==> src/rtl/bclk_divider.sv <==
// rtl/bclk_divider.sv - glitch-free programmable integer divider of bclk producing dclk and a rise strobe
module bclk_divider #(
  parameter int WIDTH = 8
) (
  input  logic             bclk,
  input  logic             rst_n,
  input  logic             en,
  input  logic [WIDTH-1:0] div_ratio,
  output logic             dclk,
  output logic             dclk_rise,
  output logic             active,
  output logic [WIDTH-1:0] cur_ratio
);

  typedef enum logic [1:0] {
    ST_IDLE  = 2'd0,
    ST_RUN   = 2'd1,
    ST_DRAIN = 2'd2
  } state_t;

  state_t           r_state;
  logic [WIDTH-1:0] r_cnt;
  logic [WIDTH-1:0] r_cur_ratio;
  logic             r_dclk;
  logic             r_dclk_rise;
  logic             r_active;

  logic [WIDTH-1:0] w_start_ratio;
  logic [WIDTH-1:0] w_half;
  logic [WIDTH-1:0] w_cnt_inc;
  logic             w_last;
  logic             w_inc_high;

  // Ratios 0 and 1 cannot form a high and a low phase, so they run as 2.
  assign w_start_ratio = (div_ratio < WIDTH'(2)) ? WIDTH'(2) : div_ratio;

  // High phase is floor(N/2) cycles; odd ratios put the extra cycle in the low phase.
  assign w_half     = r_cur_ratio >> 1;
  assign w_cnt_inc  = r_cnt + WIDTH'(1);
  assign w_inc_high = (w_cnt_inc < w_half);

  // Only meaningful in RUN/DRAIN, where cur_ratio is always at least 2.
  assign w_last     = (r_cnt == (r_cur_ratio - WIDTH'(1)));

  // Period sequencer: ratio and enable are only acted on at period boundaries.
  always_ff @(posedge bclk or negedge rst_n) begin
    if (!rst_n) begin
      r_state     <= ST_IDLE;
      r_cnt       <= '0;
      r_cur_ratio <= '0;
      r_dclk      <= 1'b0;
      r_dclk_rise <= 1'b0;
      r_active    <= 1'b0;
    end else begin
      case (r_state)
        ST_IDLE: begin
          if (en) begin
            r_state     <= ST_RUN;
            r_cnt       <= '0;
            r_cur_ratio <= w_start_ratio;
            r_dclk      <= 1'b1;
            r_dclk_rise <= 1'b1;
            r_active    <= 1'b1;
          end else begin
            r_cnt       <= '0;
            r_cur_ratio <= '0;
            r_dclk      <= 1'b0;
            r_dclk_rise <= 1'b0;
            r_active    <= 1'b0;
          end
        end

        ST_RUN, ST_DRAIN: begin
          if (!w_last) begin
            // Mid-period: keep counting; a dropped enable only marks the period as the last one.
            r_cnt       <= w_cnt_inc;
            r_dclk      <= w_inc_high;
            r_dclk_rise <= 1'b0;
            if ((r_state == ST_RUN) && !en) begin
              r_state <= ST_DRAIN;
            end
          end else if ((r_state == ST_RUN) && en) begin
            // Back-to-back period: resample the ratio exactly at the rise.
            r_cnt       <= '0;
            r_cur_ratio <= w_start_ratio;
            r_dclk      <= 1'b1;
            r_dclk_rise <= 1'b1;
          end else begin
            // Period completed with no further request: park in IDLE with dclk low.
            r_state     <= ST_IDLE;
            r_cnt       <= '0;
            r_cur_ratio <= '0;
            r_dclk      <= 1'b0;
            r_dclk_rise <= 1'b0;
            r_active    <= 1'b0;
          end
        end

        default: begin
          r_state     <= ST_IDLE;
          r_cnt       <= '0;
          r_cur_ratio <= '0;
          r_dclk      <= 1'b0;
          r_dclk_rise <= 1'b0;
          r_active    <= 1'b0;
        end
      endcase
    end
  end

  assign dclk      = r_dclk;
  assign dclk_rise = r_dclk_rise;
  assign active    = r_active;
  assign cur_ratio = r_cur_ratio;

endmodule

==> config.mk <==
export PLATFORM = sky130hd
export DESIGN_NAME = bclk_divider
export DESIGN_NICKNAME = d
export VERILOG_FILES = /design/src/rtl/bclk_divider.sv
export SDC_FILE = /design/constraint.sdc
export NUM_CORES = 1
export LEC_CHECK = 0
export BUFFER_PORTS_ARGS = -buffer_cell sky130_fd_sc_hd__buf_2
export CORE_MARGIN = 2
export CORE_UTILIZATION = 32
export DETAILED_ROUTE_END_ITERATION = 10
export SETUP_SLACK_MARGIN = 0.5
export SKIP_LAST_GASP = 1
export SLEW_MARGIN = 15
export SYNTH_ARGS = -nofsm -noshare
export SYNTH_HDL_FRONTEND = slang
export SYNTH_SLANG_ARGS = --single-unit
==> constraint.sdc <==
create_clock -name bclk -period 5.8 [get_ports bclk]
set_input_delay 0.58 -clock bclk [delete_from_list [all_inputs] [get_ports bclk]]
set_output_delay 0.58 -clock bclk [all_outputs]
set_load 0.02 [all_outputs]
==> summary.txt, run 1 <==
Clocking
  • CTS tree: built
  • TritonCTS Buffers: 3
  • Setup repair bufs after CTS: 0
  • Root Buffer: clkbuf_8
  • Latest clock arrival within the worst-skew pair: 0.26 ns
  • CTS sink cnt: 21
  • # resized after CTS: 0
  • H-tree depth: 1
  • Clock Path Buffers: 2
  • Clk pin slew, worst setup/hold paths: 0.08 ns
  • Cts hold-fix bufs: 0

Detailed routing
  • First DRT Iteration DRCs: 33
  • DRC viols: 0
  • Via-to-Cell Ratio: 4.90
  • Via count: between 1000 and 1500
  • Routed len/inst: about 14 µm
  • Drt total wl: slightly above 3000 µm
  • First drt pass iteration count: 4
  • Post-DRT Antenna Nets: 0

STA
  • Final Max Tran Viols: 0
  • Final Skew: 0.00564 ns
  • FMAX: 357 MHz
  • RSZ-0062 raised after global routing: false
  • Slew headroom: 0.614
  • Hold Violations, Final: 0
  • Period utilization: 0.483
  • Setup_tns: 0 ns
  • Worst-Margin Slew: approximately 0.58 ns
  • # setup viols final: 0
  • Tmin final: between 2 and 3 ns

Synthesis
  • EDFF count, synth: 0
  • Post-Syn Instances: 152
  • Synth top area share: 0.363
  • Average cell area after synthesis: about 9.5 µm²
  • Synth area leaders: dfrtp_1 36%, xnor2_1 9.7%, ha_1 9.5%
  • Sequential element share of the synthesized area: 0.363
  • Syn Nets: 174
  • Post-synthesis register bit count: 21
  • Cell variety after synth: 40
  • Cell area after synthesis: 1450 µm²
  • Largest area contributor in the netlist: dfrtp_1
  • Asr flop ratio synth: 1.00
  • Post-synth top flop: dfrtp_1
  • Yosys Warn Count: 0

Power
  • PwrDens: 459 nW/µm²
  • Leak: 0.800 nW
  • Peak VDD IR: 0.000237 V

Setup path
  • Crit-path max cell delay: 0.50 ns
  • CP required: a little under 6 ns
  • Buffers and inverters on the worst path: 2
  • Crit Path Max Fanout: 10
  • CP endpoint kind: register
  • CP Cell Sequence: inv_1 > ha_1 > o21bai_1 > a211o_2 > o211ai_1 > a2bb2oi_1 > o21ai_1 > buf_4 > mux2_2
  • WP data arrival: 2.94 ns
  • Startpoint Class: register
  • Crit-path slowest cell: o21ai_1
  • CP Class: register to register
  • CP delay by family, top: compound AO/OA/AOI/OAI gates

Floorplan
  • Starting density of the core: 0.332
  • # rows: 24
  • Die Y-Extent: 71.2 µm
  • IO Count: 22
  • Die area: 5070 µm²
  • Die Wd: 71.2 µm
  • Core Footprint: roughly 4400 µm²

Run status
  • Status: finished, final reports clean

Placed design
  • Hpwl dp: 2510 µm
  • Port buffer count: 21
  • RD Place Congestion: ~0.83

Worst hold path
  • Hold Path Class: input pin to asynchronous set/reset pin

Global route
  • Grt ovf: 0
  • Initial antenna violation count: 0
  • Vias in the first global route: 1130
  • All-Layer GR Usage: 0.134
  • First-pass GRT wire length: 5290 µm
  • Largest net degree at the start of global routing: 22

Finish
  • Finished Core Util: 0.380
  • Nets: 199
  • Layout cells sized above 1: 0.205
  • Syn-to-layout area delta: 14.5%
  • Antenna cells: 0
  • Fillers: 444

Job
  • Max-cap violation count: 0
==> cells in the mapped netlist, drive strengths merged, types with 2 or more instances <==
library cell,instances
a311o,2
a211oi,2
xnor2,16
o21ai,5
a21oi,5
and2,3
nand3,6
nor4,3
ha,11
xor2,4
o211ai,2
nor3b,2
nor2,10
mux2i,7
dfrtp,21
nor3,2
and3,2
buf,3
and2b,5
nand4,2
inv,12
nand2,14
==> sequential cells by signal, indices dropped and copies added, names as in the netlist <==
register	cells
cur_ratio	8
r_cnt	8
r_state	2
active	1
dclk	1
dclk_rise	1
==> final cells by class <==
class,instances,area (µm²),share of cell area
Timing Repair Buffer,23,120,0.0725
Sequential cell,21,526,0.317
Multi-Input combinational cell,116,856,0.517
Inverter,12,45.0,0.0272
Tap cell,52,65.1,0.0393
Clock buffer,4,45.0,0.0272
==> stage by stage <==
| stage | cell area [µm²] | power [mW] | instances | hold slack [ns] | setup slack [ns] |
|---|---|---|---|---|---|
| 5_1_grt | 1660 | 0.837 | 228 | 0.302 | 2.75 |
| 3_5_place_dp | 1610 | 0.672 | 224 | 0.558 | 3.01 |
| 2_1_floorplan | 1450 | 0.569 | 152 | 0.284 | 3.43 |
| 6_report | 1660 | 0.761 | 228 | 0.270 | 3.00 |
| 4_1_cts | 1660 | 0.771 | 228 | 0.284 | 2.99 |
| 3_3_place_gp | 1610 | 0.668 | 224 | 0.545 | 3.10 |
==> metal layers <==
metal  vias to the layer above  global-route usage  wire [µm]
li1                        576                   -          -
met4                         0              0.0377         34
met1                       512               0.195       1590
met5                         -                   0          0
met3                         4              0.0309        120
met2                        26               0.201       1340
==> cells by family after synthesis <==
kind of cell	share of synthesized area
AO/OA/AOI/OAI	0.107
XOR/XNOR	0.121
adder cells (fa/ha/maj)	0.0952
buffers and inverters	0.0450
flip-flops	0.363
multiplexers	0.0562
AND/OR/NAND/NOR	0.212
==> worst reg2reg max path, cell delays in order, from the launching register on <==
cell and delay [ns]:
dfrtp_1 0.46, inv_1 0.07, ha_1 0.26, o21bai_1 0.18, a211o_2 0.33, o211ai_1 0.09
a2bb2oi_1 0.16, o21ai_1 0.50, buf_4 0.30, mux2_2 0.35
==> report_power, final <==
group          switching [mW]  internal, mW  total [mW]
Combinational           0.243         0.201       0.443
Clock                  0.0461        0.0489      0.0951
Sequential             0.0411         0.182       0.223
==> cell usage in the layout, fill, tap and decap left out, drive strengths merged, types with 2 or more instances in the layout <==
master,netlist,final
nor4,3,3
nor2,10,10
o211ai,2,2
inv,12,12
mux2i,7,7
and3,2,2
and2b,5,5
a21oi,5,5
ha,11,11
nor3b,2,2
nor3,2,2
a211oi,2,2
nand3,6,6
and2,3,3
nand2,14,14
nand4,2,2
a311o,2,2
xnor2,16,16
clkbuf,0,4
xor2,4,4
buf,3,23
dfrtp,21,21
o21ai,5,5
==> worst paths after layout <==
path                       depth (start not counted)  slack [ns]    startpoint           end
setup / recovery                                   9        3.00  cur_ratio[0]  cur_ratio[0]
hold / removal                                     1        0.27         rst_n     dclk_rise
setup reg to reg                                   9        3.00  cur_ratio[0]  cur_ratio[0]
hold reg to reg                                    1        0.55        active        active
max in group asynchronous                          1        5.19         rst_n      r_cnt[0]
min in group bclk                                  1        0.55        active        active
Note: power is estimated with default switching activity, not from simulation.
==> run 2: changes to the inputs <==
Settings changed: ABC_AREA set to 1.
Clock period 5.8 ns to 2.85 ns, I/O delays scaled along.
==> run 2 against run 1 <==
- clock power is 100% higher
- non-clock buffer count fell by 1
- combinational power is 91% higher
- sequential share of layout area barely moved
- design area down 0.15%
- register-to-register slack got worse by 2.2 ns
- clock skew down 0.0034 ns
- highest routed layer unchanged
==> summary.txt, run 2 <==
Run status
  • Status: finished, final reports clean

Power
  • P_int: 0.772 mW
  • Combinational Power Share: 0.572
  • Design Power: 1.48 mW
  • Leak: approximately 0.86 nW
  • Peak VDD IR: 0.000350 V
  • PwrDens: 896 nW/µm²
  • Seq pwr share: 0.298
  • Sw Pwr: 0.710 mW
  • Clk pwr share: 0.130
  • Net Sw Frac: 0.479

Synthesis
  • Adder-cell share of the synthesized area: 0.0954
  • Synth area leaders: dfrtp_1 36%, nand2_1 11%, ha_1 9.5%
  • Simple-gate area share of the yosys netlist: 0.328
  • Post-synth top flop: dfrtp_1
  • Count leader, synth: nand2_1
  • Yosys Warn Count: 0
  • Syn Nets: 214
  • Cell area after synthesis: 1440 µm²
  • Post-Syn Instances: 192
  • EDFF count, synth: 0
  • Post-Synth XOR/XNOR Area: 0.0486
  • Synth top area share: 0.364
  • Compound-cell area share of the yosys netlist: 0.0650
  • Sequential element share of the synthesized area: 0.364
  • Average cell area after synthesis: 7.51 µm²
  • Largest family of logic cells by synthesized area: simple AND/OR/NAND/NOR gates
  • Cell variety after synth: 26
  • Post-synthesis register bit count: 21
  • Mux cell area share after synthesis: 0
  • Synth cell count leaders: 44 x nand2_1, 29 x inv_1, 21 x dfrtp_1, 20 x nor2_1, 15 x nand3_1
  • Asr flop ratio synth: 1.00
  • Largest area contributor in the netlist: dfrtp_1

Floorplan
  • Starting density of the core: 0.331
  • Die Wd: 71.1 µm
  • IO Count: 22
  • Die Y-Extent: slightly above 70 µm
  • Die area: 5060 µm²
  • Core Footprint: 4350 µm²
  • # rows: 24

Job
  • Max-cap violation count: 0

Clocking
  • Clock Path Buffers: 2
  • Latest clock arrival within the worst-skew pair: 0.25 ns
  • H-tree depth: 1
  • CTS sink cnt: 21
  • Clk pin slew, worst setup/hold paths: 0.08 ns
  • CTS tree: built
  • TritonCTS Buffers: 3
  • Root Buffer: clkbuf_8

Placed design
  • Port buffer count: 21
  • RD Place Congestion: 0.874
  • Hpwl dp: ~2400 µm
  • Placed Instances: 263

Detailed routing
  • Via-to-Cell Ratio: 4.56
  • Post-DRT Antenna Nets: 0
  • Drt total wl: between 2000 and 3000 µm
  • First drt pass iteration count: 4
  • Routed len/inst: about 11 µm
  • First DRT Iteration DRCs: 29
  • Via count: 1222
  • DRC viols: 0

Finish
  • Most common cell after layout, fill and taps aside: nand2_1
  • Nets: roughly 240
  • Most frequent cells in the layout: 44 x nand2_1, 29 x inv_1, 21 x dfrtp_1, 21 x buf_2, 20 x nor2_1
  • Final std cells w/o fill: 268
  • Antenna cells: 0
  • Syn-to-layout area delta: 14.7%
  • Layout cells sized above 1: 0.190
  • Fillers: 434

STA
  • Final Max Tran Viols: 0
  • Worst-Margin Slew: 0.666 ns
  • Period utilization: 0.730
  • Hold WS: between 0.2 and 0.3 ns
  • RSZ-0062 raised after global routing: false
  • Tmin final: 2.08 ns
  • Hold Violations, Final: 0
  • # setup viols final: 0
  • Final Skew: roughly 0.0022 ns
  • Setup_tns: 0 ns
  • Slew headroom: 0.556
  • FMAX: 481 MHz

Global route
  • Vias in the first global route: 1133
  • Initial antenna violation count: 0
  • Grt ovf: 0
  • All-Layer GR Usage: 0.130
  • First-pass GRT wire length: between 5000 and 6000 µm
  • Largest net degree at the start of global routing: 28

Setup path
  • CP Cell Sequence: inv_1 > ha_1 > nand3_1 > a21oi_1 > nand4_1 > o21ai_0
  • Startpoint Class: register
  • CP required: 3.02 ns
  • CP delay by family, top: compound AO/OA/AOI/OAI gates
  • Crit-path max cell delay: 0.59 ns
  • WP data arrival: 2.25 ns
  • Crit-path slowest cell: a21oi_1
  • CP Class: register to register
  • Buffers and inverters on the worst path: 1
  • CP endpoint kind: register
  • Crit Path Max Fanout: 8

Worst hold path
  • Hold Path Class: input pin to register
==> run 2: path summary, 6_finish.rpt <==
kind                                   start      endpoint  slack (ns)  cells after the start
worst max register to register    r_state[1]  cur_ratio[0]        0.77                      6
min in group asynchronous              rst_n  cur_ratio[1]        0.51                      2
worst max-delay path              r_state[1]  cur_ratio[0]        0.77                      6
max in group asynchronous              rst_n      r_cnt[7]        2.01                      2
worst min register to register        active        active        0.49                      2
worst min-delay path            div_ratio[5]  cur_ratio[5]        0.28                      3
==> run 2: cells by family (layout without fill, tap and decap cells) <==
logic type | count (synthesis) | after routing
xor gates and xnor gates | 8 | 8
and+or+nand+nor | 102 | 102
DFF | 21 | 21
AOI/OAI and AO/OA | 16 | 16
buffers and inverters | 34 | 58
adders and majority gates | 11 | 11
==> run 2: per-stage QoR <==
stage | util | worst slack [ns] | instance area, µm²
after global placement | 0.365 | 0.787 | 1590
after global routing | 0.380 | 0.547 | 1650
after CTS | 0.378 | 0.750 | 1650
after floorplan | - | 0.966 | 1440
after detailed placement | 0.365 | 0.760 | 1590
final | 0.380 | 0.769 | 1650
==> run 2: power groups by stage <==
stage	Combinational [mW]	Clock, mW	Sequential, mW
2_1_floorplan	0.641	0	0.488
3_3_place_gp	0.827	0	0.448
3_5_place_dp	0.840	0	0.448
4_1_cts	0.842	0.203	0.442
5_1_grt	0.986	0.220	0.452
6_report	0.847	0.192	0.442
==> run 2: area by class of cell <==
cell class | instances | area (µm²) | area share
multi-input cells | 137 | 783 | 0.474
flip-flops and latches | 21 | 526 | 0.318
inverters | 32 | 120 | 0.0726
repair buffers | 22 | 115 | 0.0696
well taps | 52 | 65.1 | 0.0393
clock buffers | 4 | 45.0 | 0.0272
==> run 2: tightest hold or removal path: cells and delay by family <==
family / cells / cell delay (ns)
AOI/OAI and AO/OA: 1 / 0.07
and+or+nand+nor: 1 / 0.06
buffers and inverters: 1 / 0.09
==> run 2: layer usage <==
layer | share of wire | GRT usage | wire length, µm
met1 | 0.52 | 0.173 | 1530
met2 | 0.45 | 0.215 | 1340
met3 | 0.018 | 0.0142 | 54
met4 | 0.011 | 0.0503 | 34
met5 | 0 | 0 | 0
==> run 2: what timing repair did <==
item | in CTS | in global routing
buffers inserted | 0 | 0
gates resized for setup | 0 | 1
hold buffers | 1 | 0
setup endpoints to repair | 0 | 5
hold endpoints to repair | 21 | 0
